<file path="src/rtl/sw_ctrl_pkg.sv">
// Shared state encoding for the stopwatch mode controller.
// Encodings 5-7 are never entered; the FSM sends them to IDLE.
package sw_ctrl_pkg;

    localparam int unsigned STATE_W = 3;

    typedef enum logic [STATE_W-1:0] {
        ST_IDLE    = 3'd0,
        ST_RUN     = 3'd1,
        ST_PAUSE   = 3'd2,
        ST_SET_MIN = 3'd3,
        ST_SET_SEC = 3'd4
    } sw_state_e;

endpackage

</file>
<file path="src/rtl/key_debounce.sv">
// Key conditioning: 2-FF synchroniser, stable-level debouncer and a 1-cycle press pulse
// on the debounced rising edge.
module key_debounce #(
    parameter int unsigned DB_CYCLES = 1_000_000
) (
    input  logic CLK,
    input  logic RST,
    input  logic KEY_RAW,
    output logic PRESS
);

    localparam int unsigned CW = (DB_CYCLES > 1) ? $clog2(DB_CYCLES) : 1;
    localparam logic [CW-1:0] CNT_LAST = CW'(DB_CYCLES - 1);

    logic          sync1_q;
    logic          sync2_q;
    logic          level_q;
    logic          level_dly_q;
    logic          press_q;
    logic [CW-1:0] cnt_q;

    always_ff @(posedge CLK) begin
        if (RST) begin
            sync1_q     <= 1'b0;
            sync2_q     <= 1'b0;
            level_q     <= 1'b0;
            level_dly_q <= 1'b0;
            press_q     <= 1'b0;
            cnt_q       <= '0;
        end else begin
            sync1_q     <= KEY_RAW;
            sync2_q     <= sync1_q;
            level_dly_q <= level_q;
            press_q     <= level_q & ~level_dly_q;
            // Any return to the accepted level restarts the stability window.
            if (sync2_q == level_q) begin
                cnt_q <= '0;
            end else if (cnt_q == CNT_LAST) begin
                level_q <= sync2_q;
                cnt_q   <= '0;
            end else begin
                cnt_q <= cnt_q + 1'b1;
            end
        end
    end

    assign PRESS = press_q;

endmodule

</file>
<file path="src/rtl/stopwatch_ctrl.sv">
// Stopwatch mode controller: debounced keys drive a RUN/PAUSE/SET FSM that gates the 1 Hz
// tick, pulses clear/increment to the counters and blinks the digit being edited.
module stopwatch_ctrl
    import sw_ctrl_pkg::*;
#(
    parameter int unsigned DB_CYCLES = 1_000_000,
    parameter int unsigned BLINK_DIV = 12_500_000
) (
    input  logic               CLK,
    input  logic               RST,
    input  logic               EN1HZ,
    input  logic               KEY_START,
    input  logic               KEY_MODE,
    input  logic               KEY_UP,
    output logic               TICK,
    output logic               CLR,
    output logic               INC_SEC,
    output logic               INC_MIN,
    output logic               BLANK_SEC,
    output logic               BLANK_MIN,
    output logic [STATE_W-1:0] STATE
);

    localparam int unsigned BW = (BLINK_DIV > 1) ? $clog2(BLINK_DIV) : 1;
    localparam logic [BW-1:0] BLINK_LAST = BW'(BLINK_DIV - 1);

    logic press_start;
    logic press_mode;
    logic press_up;

    sw_state_e     state_q, state_d;
    logic          clr_q, clr_d;
    logic          inc_min_q, inc_min_d;
    logic          inc_sec_q, inc_sec_d;
    logic [BW-1:0] blink_cnt_q;
    logic          blink_ph_q;

    key_debounce #(.DB_CYCLES(DB_CYCLES)) u_db_start (
        .CLK     (CLK),
        .RST     (RST),
        .KEY_RAW (KEY_START),
        .PRESS   (press_start)
    );

    key_debounce #(.DB_CYCLES(DB_CYCLES)) u_db_mode (
        .CLK     (CLK),
        .RST     (RST),
        .KEY_RAW (KEY_MODE),
        .PRESS   (press_mode)
    );

    key_debounce #(.DB_CYCLES(DB_CYCLES)) u_db_up (
        .CLK     (CLK),
        .RST     (RST),
        .KEY_RAW (KEY_UP),
        .PRESS   (press_up)
    );

    // The if/else-if chains encode START > MODE > UP priority.
    always_comb begin
        state_d   = state_q;
        clr_d     = 1'b0;
        inc_min_d = 1'b0;
        inc_sec_d = 1'b0;
        case (state_q)
            ST_IDLE: begin
                if (press_start)     state_d = ST_RUN;
                else if (press_mode) state_d = ST_SET_MIN;
            end
            ST_RUN: begin
                if (press_start) state_d = ST_PAUSE;
            end
            ST_PAUSE: begin
                if (press_start) begin
                    state_d = ST_RUN;
                end else if (press_mode) begin
                    state_d = ST_IDLE;
                    clr_d   = 1'b1;
                end
            end
            ST_SET_MIN: begin
                if (press_start)     state_d = ST_RUN;
                else if (press_mode) state_d = ST_SET_SEC;
                else if (press_up)   inc_min_d = 1'b1;
            end
            ST_SET_SEC: begin
                if (press_start)     state_d = ST_RUN;
                else if (press_mode) state_d = ST_IDLE;
                else if (press_up)   inc_sec_d = 1'b1;
            end
            default: state_d = ST_IDLE;
        endcase
    end

    always_ff @(posedge CLK) begin
        if (RST) begin
            state_q   <= ST_IDLE;
            clr_q     <= 1'b0;
            inc_min_q <= 1'b0;
            inc_sec_q <= 1'b0;
        end else begin
            state_q   <= state_d;
            clr_q     <= clr_d;
            inc_min_q <= inc_min_d;
            inc_sec_q <= inc_sec_d;
        end
    end

    // Restart the blink on entry and on every edit so the digit is visible immediately.
    always_ff @(posedge CLK) begin
        if (RST || (state_d != state_q) || inc_min_d || inc_sec_d) begin
            blink_cnt_q <= '0;
            blink_ph_q  <= 1'b0;
        end else if (state_q == ST_SET_MIN || state_q == ST_SET_SEC) begin
            if (blink_cnt_q == BLINK_LAST) begin
                blink_cnt_q <= '0;
                blink_ph_q  <= ~blink_ph_q;
            end else begin
                blink_cnt_q <= blink_cnt_q + 1'b1;
            end
        end else begin
            blink_cnt_q <= '0;
            blink_ph_q  <= 1'b0;
        end
    end

    assign TICK      = EN1HZ & (state_q == ST_RUN);
    assign CLR       = clr_q;
    assign INC_MIN   = inc_min_q;
    assign INC_SEC   = inc_sec_q;
    assign BLANK_MIN = blink_ph_q & (state_q == ST_SET_MIN);
    assign BLANK_SEC = blink_ph_q & (state_q == ST_SET_SEC);
    assign STATE     = state_q;

endmodule

</file>
<file path="config.mk">
export PLATFORM = sky130hd
export DESIGN_NAME = stopwatch_ctrl
export DESIGN_NICKNAME = d
export VERILOG_FILES = /design/src/rtl/sw_ctrl_pkg.sv /design/src/rtl/key_debounce.sv /design/src/rtl/stopwatch_ctrl.sv
export SDC_FILE = /design/constraint.sdc
export NUM_CORES = 1
export LEC_CHECK = 0
export BUFFER_PORTS_ARGS = -buffer_cell sky130_fd_sc_hd__buf_2
export CORE_MARGIN = 2
export CORE_UTILIZATION = 53
export CTS_CLUSTER_DIAMETER = 200
export DETAILED_ROUTE_END_ITERATION = 7
export PLACE_DENSITY = 0.74
export SETUP_SLACK_MARGIN = 0.4
export SLEW_MARGIN = 40
export SYNTH_ARGS = -nofsm -noshare
export SYNTH_HDL_FRONTEND = slang
export SYNTH_SLANG_ARGS = --single-unit
</file>
<file path="constraint.sdc">
create_clock -name CLK -period 2.25 [get_ports CLK]
set_clock_uncertainty 0.05 [all_clocks]
set_input_delay 0.225 -clock CLK [delete_from_list [all_inputs] [get_ports CLK]]
set_output_delay 0.225 -clock CLK [all_outputs]
set_load 0.01 [all_outputs]
</file>
==> results.py, run 1 <==
metrics = {
    "cts": {
        "clock_latency_ns": 0.36,
        "cts_root_buffer": "clkbuf_8",
        "cts_tree": "yes",
        "cts_buffers": 9,
        "cts_sinks": 106,
        "cts_max_level": 3,
        "cts_buffer_depth": 2,
        "cts_hold_buf": 0,
        "clk_pin_slew_ns": 0.10,
    },
    "sta": {
        "setup_viol": 0,
        "rsz0062_at_grt": "true",
        "slew_viol_final": 0,
        "setup_tns_ns": 0,
        "finalHoldViolations": 0,
        "slew_headroom": 0.7162,
        "finalCriticalPeriod_ns": 1.784,
        "tightestPinTransition_ns": 0.4218,
        "fmax_mhz": 560.6,
        "post-route-period-util": 0.7927,
    },
    "global_routing": {
        "overflow": 0,
        "grt_pass1_vias": 3366,
        "grt_max_degree": 21,
        "grt_pass1_wl_um": 14010,
        "track_usage": 0.1740,
        "antenna_found_initial": 0,
    },
    "power": {
        "combPwrFrac": 0.011,
        "p_leak_nw": 1.582,
        "p_seq_frac": 0.610,
        "p_switching_mw": 0.6453,
        "switching_share": 0.2095,
        "vdd_drop_max_mv": 0.3725,
        "p_int_mw": 2.434,
        "p_per_area_mw_per_mm2": 606.7,
        "p_clk_frac": 0.379,
    },
    "floorplan": {
        "initial_utilization": 0.5518,
        "core_area_mm2": 0.008258,
        "die-area_mm2": 0.009356,
        "chipHeight_um": 96.73,
        "die_x_um": 96.73,
        "rows": 33,
        "ios": 15,
    },
    "worst_setup_path": {
        "end_kind": "flop",
        "crit_path_max_fanout": 12,
        "path_delay_family": "simple AND/OR/NAND/NOR gates",
        "r2r-start": "blink_cnt_q[13]",
        "critPathMaxStageDelay_ns": 0.52,
        "critPathRequiredTime_ns": 2.49,
        "timing.critical_path.cells": "nand4_1, or3_4, or4_1, a21oi_1",
        "arrival_ns": 2.02,
        "timing.critical_path.buf_inv": 0,
        "startpoint": "blink_cnt_q[13]",
        "cp-start-kind": "flop",
        "path_class": "reg -> reg",
        "cp_slowest_cell": "or4_1",
    },
    "drt": {
        "highest_layer": "met4",
        "wl_um": 8251,
        "antenna_left": 0,
        "drc": 0,
        "m1WireLength_um": 3958,
        "route.met2.wl_um": 3945,
        "wl_per_cell_um": 12.93,
        "viasPerCell": 5.618,
        "firstDrtPassIters": 4,
        "drt-initial-drc-count": 82,
        "wl_met3_um": 204,
        "num_vias": 3584,
    },
    "layout": {
        "n_antenna_cell": 0,
        "mostFrequentLayoutCells": "dfxtp_1 (94), nor2_1 (74), xor2_1 (35), a21oi_1 (27)",
        "syn_to_final_growth_pct": 11.39,
        "n_fill_cell": 693,
        "layout.nets": 539,
        "drive_above_1_share": 0.1407,
        "layout_commonest_cell": "dfxtp_1",
        "utilization": 0.6147,
    },
    "synth": {
        "syn_area_per_cell_um2": 8.866,
        "ys_top_cells_by_area": "dfxtp_1 (47%), xor2_1 (6.7%), nor2_1 (6.1%), xnor2_1 (3.7%), nand4_1 (3.2%)",
        "synth_cell_types": 45,
        "async_flop_share": 0,
        "ys.flop_type": "dfxtp_1",
        "ys_warn_count": 0,
        "netlist_area_mm2": 0.004557,
        "synth_enable_flop_cells": 0,
        "syn_nets": 524,
        "synth_area_leader_cell": "dfxtp_1",
        "postSynthCellCount": 514,
        "ys_seq_elements": 106,
        "yosysSeqAreaShare": 0.4657,
        "synth_top_area_frac": 0.4657,
    },
    "worst_hold_path": {
        "min_path_type": "in -> reg",
        "hold_path_startpoint": "KEY_UP",
    },
    "outcome": {
        "status": "finished, final reports clean",
    },
    "placed_design": {
        "io_buffers": 14,
        "place.gp.congestion": 0.8689,
        "place.detailed.hpwl_um": 5365,
    },
    "job": {
        "drv_cap": 0,
    },
}
==> state kept, by name, indices dropped and copies added (netlist names) <==
register                flops
blink_ph_q                  1
u_db_start.level_dly_q      1
u_db_mode.sync2_q           1
u_db_start.PRESS            1
u_db_start.level_q          1
u_db_up.PRESS               1
blink_cnt_q                24
INC_SEC                     1
INC_MIN                     1
CLR                         1
u_db_up.sync1_q             1
u_db_mode.level_dly_q       1
u_db_start.sync2_q          1
u_db_mode.level_q           1
u_db_up.sync2_q             1
u_db_start.sync1_q          1
u_db_up.level_dly_q         1
u_db_up.level_q             1
u_db_up.cnt_q              20
u_db_mode.PRESS             1
u_db_start.cnt_q           20
u_db_mode.cnt_q            20
STATE                       3
u_db_mode.sync1_q           1
==> power by group through the flow <==
stage               combinational (mW)  sequential (mW)  clock (mW)
floorplan                       0.0210             1.93           0
global placement                0.0320             1.93           0
detailed placement              0.0329             1.93           0
CTS                             0.0328             1.88        1.21
global route                    0.0371             1.88        1.27
finish                          0.0330             1.88        1.17
==> final cells by class <==
| class | count | area, um2 | share of cell area |
|---|---|---|---|
| Multi-Input combinational cell | 369 | 2362 | 0.4654 |
| Timing Repair Buffer | 26 | 171.4 | 0.03377 |
| Clock inverter | 5 | 62.56 | 0.01232 |
| Inverter | 17 | 63.81 | 0.01257 |
| Tap cell | 105 | 131.4 | 0.02588 |
| Sequential cell | 106 | 2147 | 0.4230 |
| Clock buffer | 10 | 137.6 | 0.02711 |
==> cell usage after synthesis, drive strengths merged (2+ instances only) <==
cell and number:
nand3b 2, nand4b 2, o31ai 13, or4b 3, ha 4, o21ba 2, and3 7, dfxtp 106
nor4b 5, nor2b 13, or4 15, a21oi 27, o21ai 16, nand2 21, o21a 2, nand4 24
nor3 6, nor3b 3, nand3 27, or3 15, nor2 74, xor2 35, buf 7, xnor2 19
nor4 5, and4 10, inv 17, clkbuf 15, and2 6
==> logic make-up (layout without fill, tap and decap cells) <==
logic type      after synthesis  count (layout)  synth area share
compound gates               68              68           0.09034
xor+xnor                     54              54            0.1038
fa+ha+maj                     4               4           0.01098
buf+inv                      39              58           0.03405
flops                       106             106            0.4657
mux                           1               1          0.002197
simple gates                242             242            0.2930
==> path summary, 6_finish.rpt <==
| kind | end | slack, ns | cells after the start |
|---|---|---|---|
| max | blink_cnt_q[21] | 0.47 | 4 |
| min | u_db_up.sync1_q | 0.03 | 2 |
| min reg2reg | u_db_up.PRESS | 0.33 | 1 |
| max reg2reg | blink_cnt_q[21] | 0.47 | 4 |
==> repair_timing <==
item                                    in CTS  in global routing
endpoints found under the setup margin      26                 63
hold endpoints to repair                     0                  0
gates cloned                                 1                  0
pin swaps                                    3                  6
gates resized for setup                     11                 30
buffers inserted                             4                  1
==> stage by stage <==
stage          cells  hold WS [ns]  worst slack, ns  cell area (um2)  power [mW]
3_3_place_gp     617        0.3207           0.3289             4716       1.960
3_5_place_dp     617        0.3215           0.2735             4716       1.961
6_report         638       0.02543           0.4663             5076       3.080
2_1_floorplan    514        0.3032           0.4016             4567       1.948
5_1_grt          638       0.01218           0.3706             5076       3.189
4_1_cts          637      0.004262           0.3719             4996       3.125
==> metal layers <==
layer,up-vias,global-route usage
met5,-,0
met4,0,0.07476
met3,14,0.04118
met2,45,0.2965
met1,1679,0.2097
li1,1846,-
(Power assumes the default switching activity.)
==> inputs of run 2 (changes only) <==
==> constraint.sdc (replaced) <==
create_clock -name CLK -period 1.8 [get_ports CLK]
set_clock_uncertainty 0.05 [all_clocks]
set_input_delay 0.18 -clock CLK [delete_from_list [all_inputs] [get_ports CLK]]
set_output_delay 0.18 -clock CLK [all_outputs]
set_load 0.01 [all_outputs]
==> run 2 against run 1 <==
Compared with the run above:
- sequential power grew 24%
- critical path depth grew 3
- cell count grew 15%
- register-to-register slack lost 0.44 ns
- total power grew 31%
- die area is the same
- cell area grew 30%
- non-clock buffer count grew 94
- setup slack lost 0.44 ns
==> results.py, run 2 (synthesized netlist as in run 1, its figures left out) <==
metrics = {
    "layout": {
        "syn_to_final_growth_pct": 45.11,
        "drive_above_1_share": 0.4713,
        "layout.cells.non_filler": 733,
        "mostFrequentLayoutCells": "buf_4 (76), dfxtp_2 (46), dfxtp_1 (45), nor2_1 (43), xor2_1 (35)",
        "design_area_mm2": 0.006613,
        "regMostFlops": "blink_cnt_q",
        "layout_commonest_cell": "buf_4",
        "layout.nets": 633,
        "n_antenna_cell": 0,
        "largest_reg_flops": 24,
    },
    "floorplan": {
        "initial_utilization": 0.5518,
        "die-area_mm2": 0.009356,
        "rows": 33,
        "chipHeight_um": 96.73,
        "die_x_um": 96.73,
        "core_area_mm2": 0.008258,
        "ios": 15,
    },
    "cts": {
        "cts_buffers": 9,
        "cts_sinks": 106,
        "clk_pin_slew_ns": 0.12,
        "cts_tree": "yes",
        "cts_buffer_depth": 2,
        "clock_latency_ns": 0.39,
        "cts_root_buffer": "clkbuf_8",
        "cts_max_level": 3,
    },
    "drt": {
        "drc": 0,
        "num_vias": 4292,
        "wl_per_cell_um": 17.55,
        "firstDrtPassIters": 7,
        "drt-initial-drc-count": 195,
        "viasPerCell": 5.855,
        "antenna_left": 0,
        "wl_um": 12860,
    },
    "power": {
        "switching_share": 0.2407,
        "p_int_mw": 3.069,
        "totalPowerFinal_mw": 4.041,
        "p_per_area_mw_per_mm2": 611.1,
        "p_switching_mw": 0.9728,
        "p_clk_frac": 0.394,
        "combPwrFrac": 0.029,
        "p_seq_frac": 0.577,
        "vdd_drop_max_mv": 0.5239,
        "p_leak_nw": 2.248,
    },
    "global_routing": {
        "grt_pass1_wl_um": 18960,
        "grt_pass1_vias": 4138,
        "overflow": 0,
        "grt_max_degree": 24,
        "antenna_found_initial": 0,
        "track_usage": 0.2425,
    },
    "placed_design": {
        "placed_area_mm2": 0.005130,
        "place.detailed.hpwl_um": 5674,
        "place.gp.congestion": 0.7818,
        "io_buffers": 14,
        "placedCellCount": 635,
    },
    "worst_setup_path": {
        "arrival_ns": 2.01,
        "end_kind": "flop",
        "cp-start-kind": "flop",
        "timing.critical_path.cells": "nor4b_2, nand4_1, o21ai_4, buf_6, buf_12, buf_16, a21oi_2",
        "critPathRequiredTime_ns": 2.03,
        "path_class": "reg -> reg",
        "cp_slowest_cell": "dfxtp_2",
        "crit_path_max_fanout": 5,
        "critPathMaxStageDelay_ns": 0.37,
    },
    "sta": {
        "fmax_mhz": 563.6,
        "finalCriticalPeriod_ns": 1.774,
        "rsz0062_at_grt": "true",
        "post-route-period-util": 0.9858,
        "finalHoldViolations": 0,
        "slew_headroom": 0.7418,
        "setup_viol": 0,
        "whs_ns": 0.1775,
        "setup_tns_ns": 0,
        "tightestPinTransition_ns": 0.3838,
        "slew_viol_final": 0,
    },
    "outcome": {
        "status": "finished, final reports clean",
    },
    "job": {
        "drv_cap": 0,
    },
    "worst_hold_path": {
        "min_path_type": "in -> reg",
    },
}
==> run 2: cell types whose count changed in the layout (fill, tap and decap cells not counted), moves of 18 or more <==
cell,change
a21oi_1,-18
a21oi_2,+18
buf_4,+67
dfxtp_1,-49
dfxtp_2,+38
nor2_1,-31
nor2_2,+24
==> run 2: final timing paths <==
| kind | to | slack [ns] | depth (start not counted) | start |
|---|---|---|---|---|
| worst max-delay path | u_db_mode.cnt_q[15] | 0.03 | 7 | u_db_mode.cnt_q[13] |
| worst min-delay path | u_db_mode.level_q | 0.18 | 3 | RST |
| worst max register to register | u_db_mode.cnt_q[15] | 0.03 | 7 | u_db_mode.cnt_q[13] |
| worst min register to register | u_db_mode.PRESS | 0.35 | 1 | u_db_mode.level_dly_q |
==> run 2: metrics by stage <==
stage	util	worst slack [ns]
final	0.8008	0.02557
after global routing	0.8008	-0.003149
after CTS	0.7552	0.08074
after detailed placement	0.6212	0.01696
after global placement	0.6212	0.09750
after floorplan	-	0.08882
==> run 2: what timing repair did <==
item / in CTS / in global routing
pin swaps: 25 / 15
gates cloned: 7 / 1
setup buffers: 54 / 17
gates resized for setup: 91 / 65
setup endpoints to repair: 89 / 92
hold buffers: 3 / 0
hold endpoints to repair: 3 / 0
==> run 2: layout make-up <==
cell class / count / area, um2
Inverter: 17 / 66.31
Clock inverter: 7 / 86.33
Clock buffer: 9 / 123.9
Timing Repair Buffer: 120 / 1161
Fill cell: 464 / 1645
Multi-Input combinational cell: 369 / 2808
Sequential cell: 106 / 2236
Tap cell: 105 / 131.4
==> run 2: power groups by stage <==
stage / combinational [mW] / sequential (mW) / clock [mW]
2_1_floorplan: 0.0333 / 2.41 / 0
3_3_place_gp: 0.0468 / 2.41 / 0
3_5_place_dp: 0.0481 / 2.41 / 0
4_1_cts: 0.0992 / 2.34 / 1.58
5_1_grt: 0.123 / 2.33 / 1.68
6_report: 0.117 / 2.33 / 1.59
==> run 2: layer usage <==
metal / track usage / share of wire / vias to the layer above
li1: - / - / 2037
met1: 0.2730 / 0.39 / 2060
met2: 0.4460 / 0.52 / 142
met3: 0.05708 / 0.048 / 53
met4: 0.08342 / 0.038 / 0
met5: 0 / 0 / -
==> run 2: critical path: cells and delay by family, from the launching register on <==
kind / cells / cell delay (ns)
simple gates: 2 / 0.60
buf+inv: 3 / 0.36
flops: 1 / 0.37
compound gates: 2 / 0.29
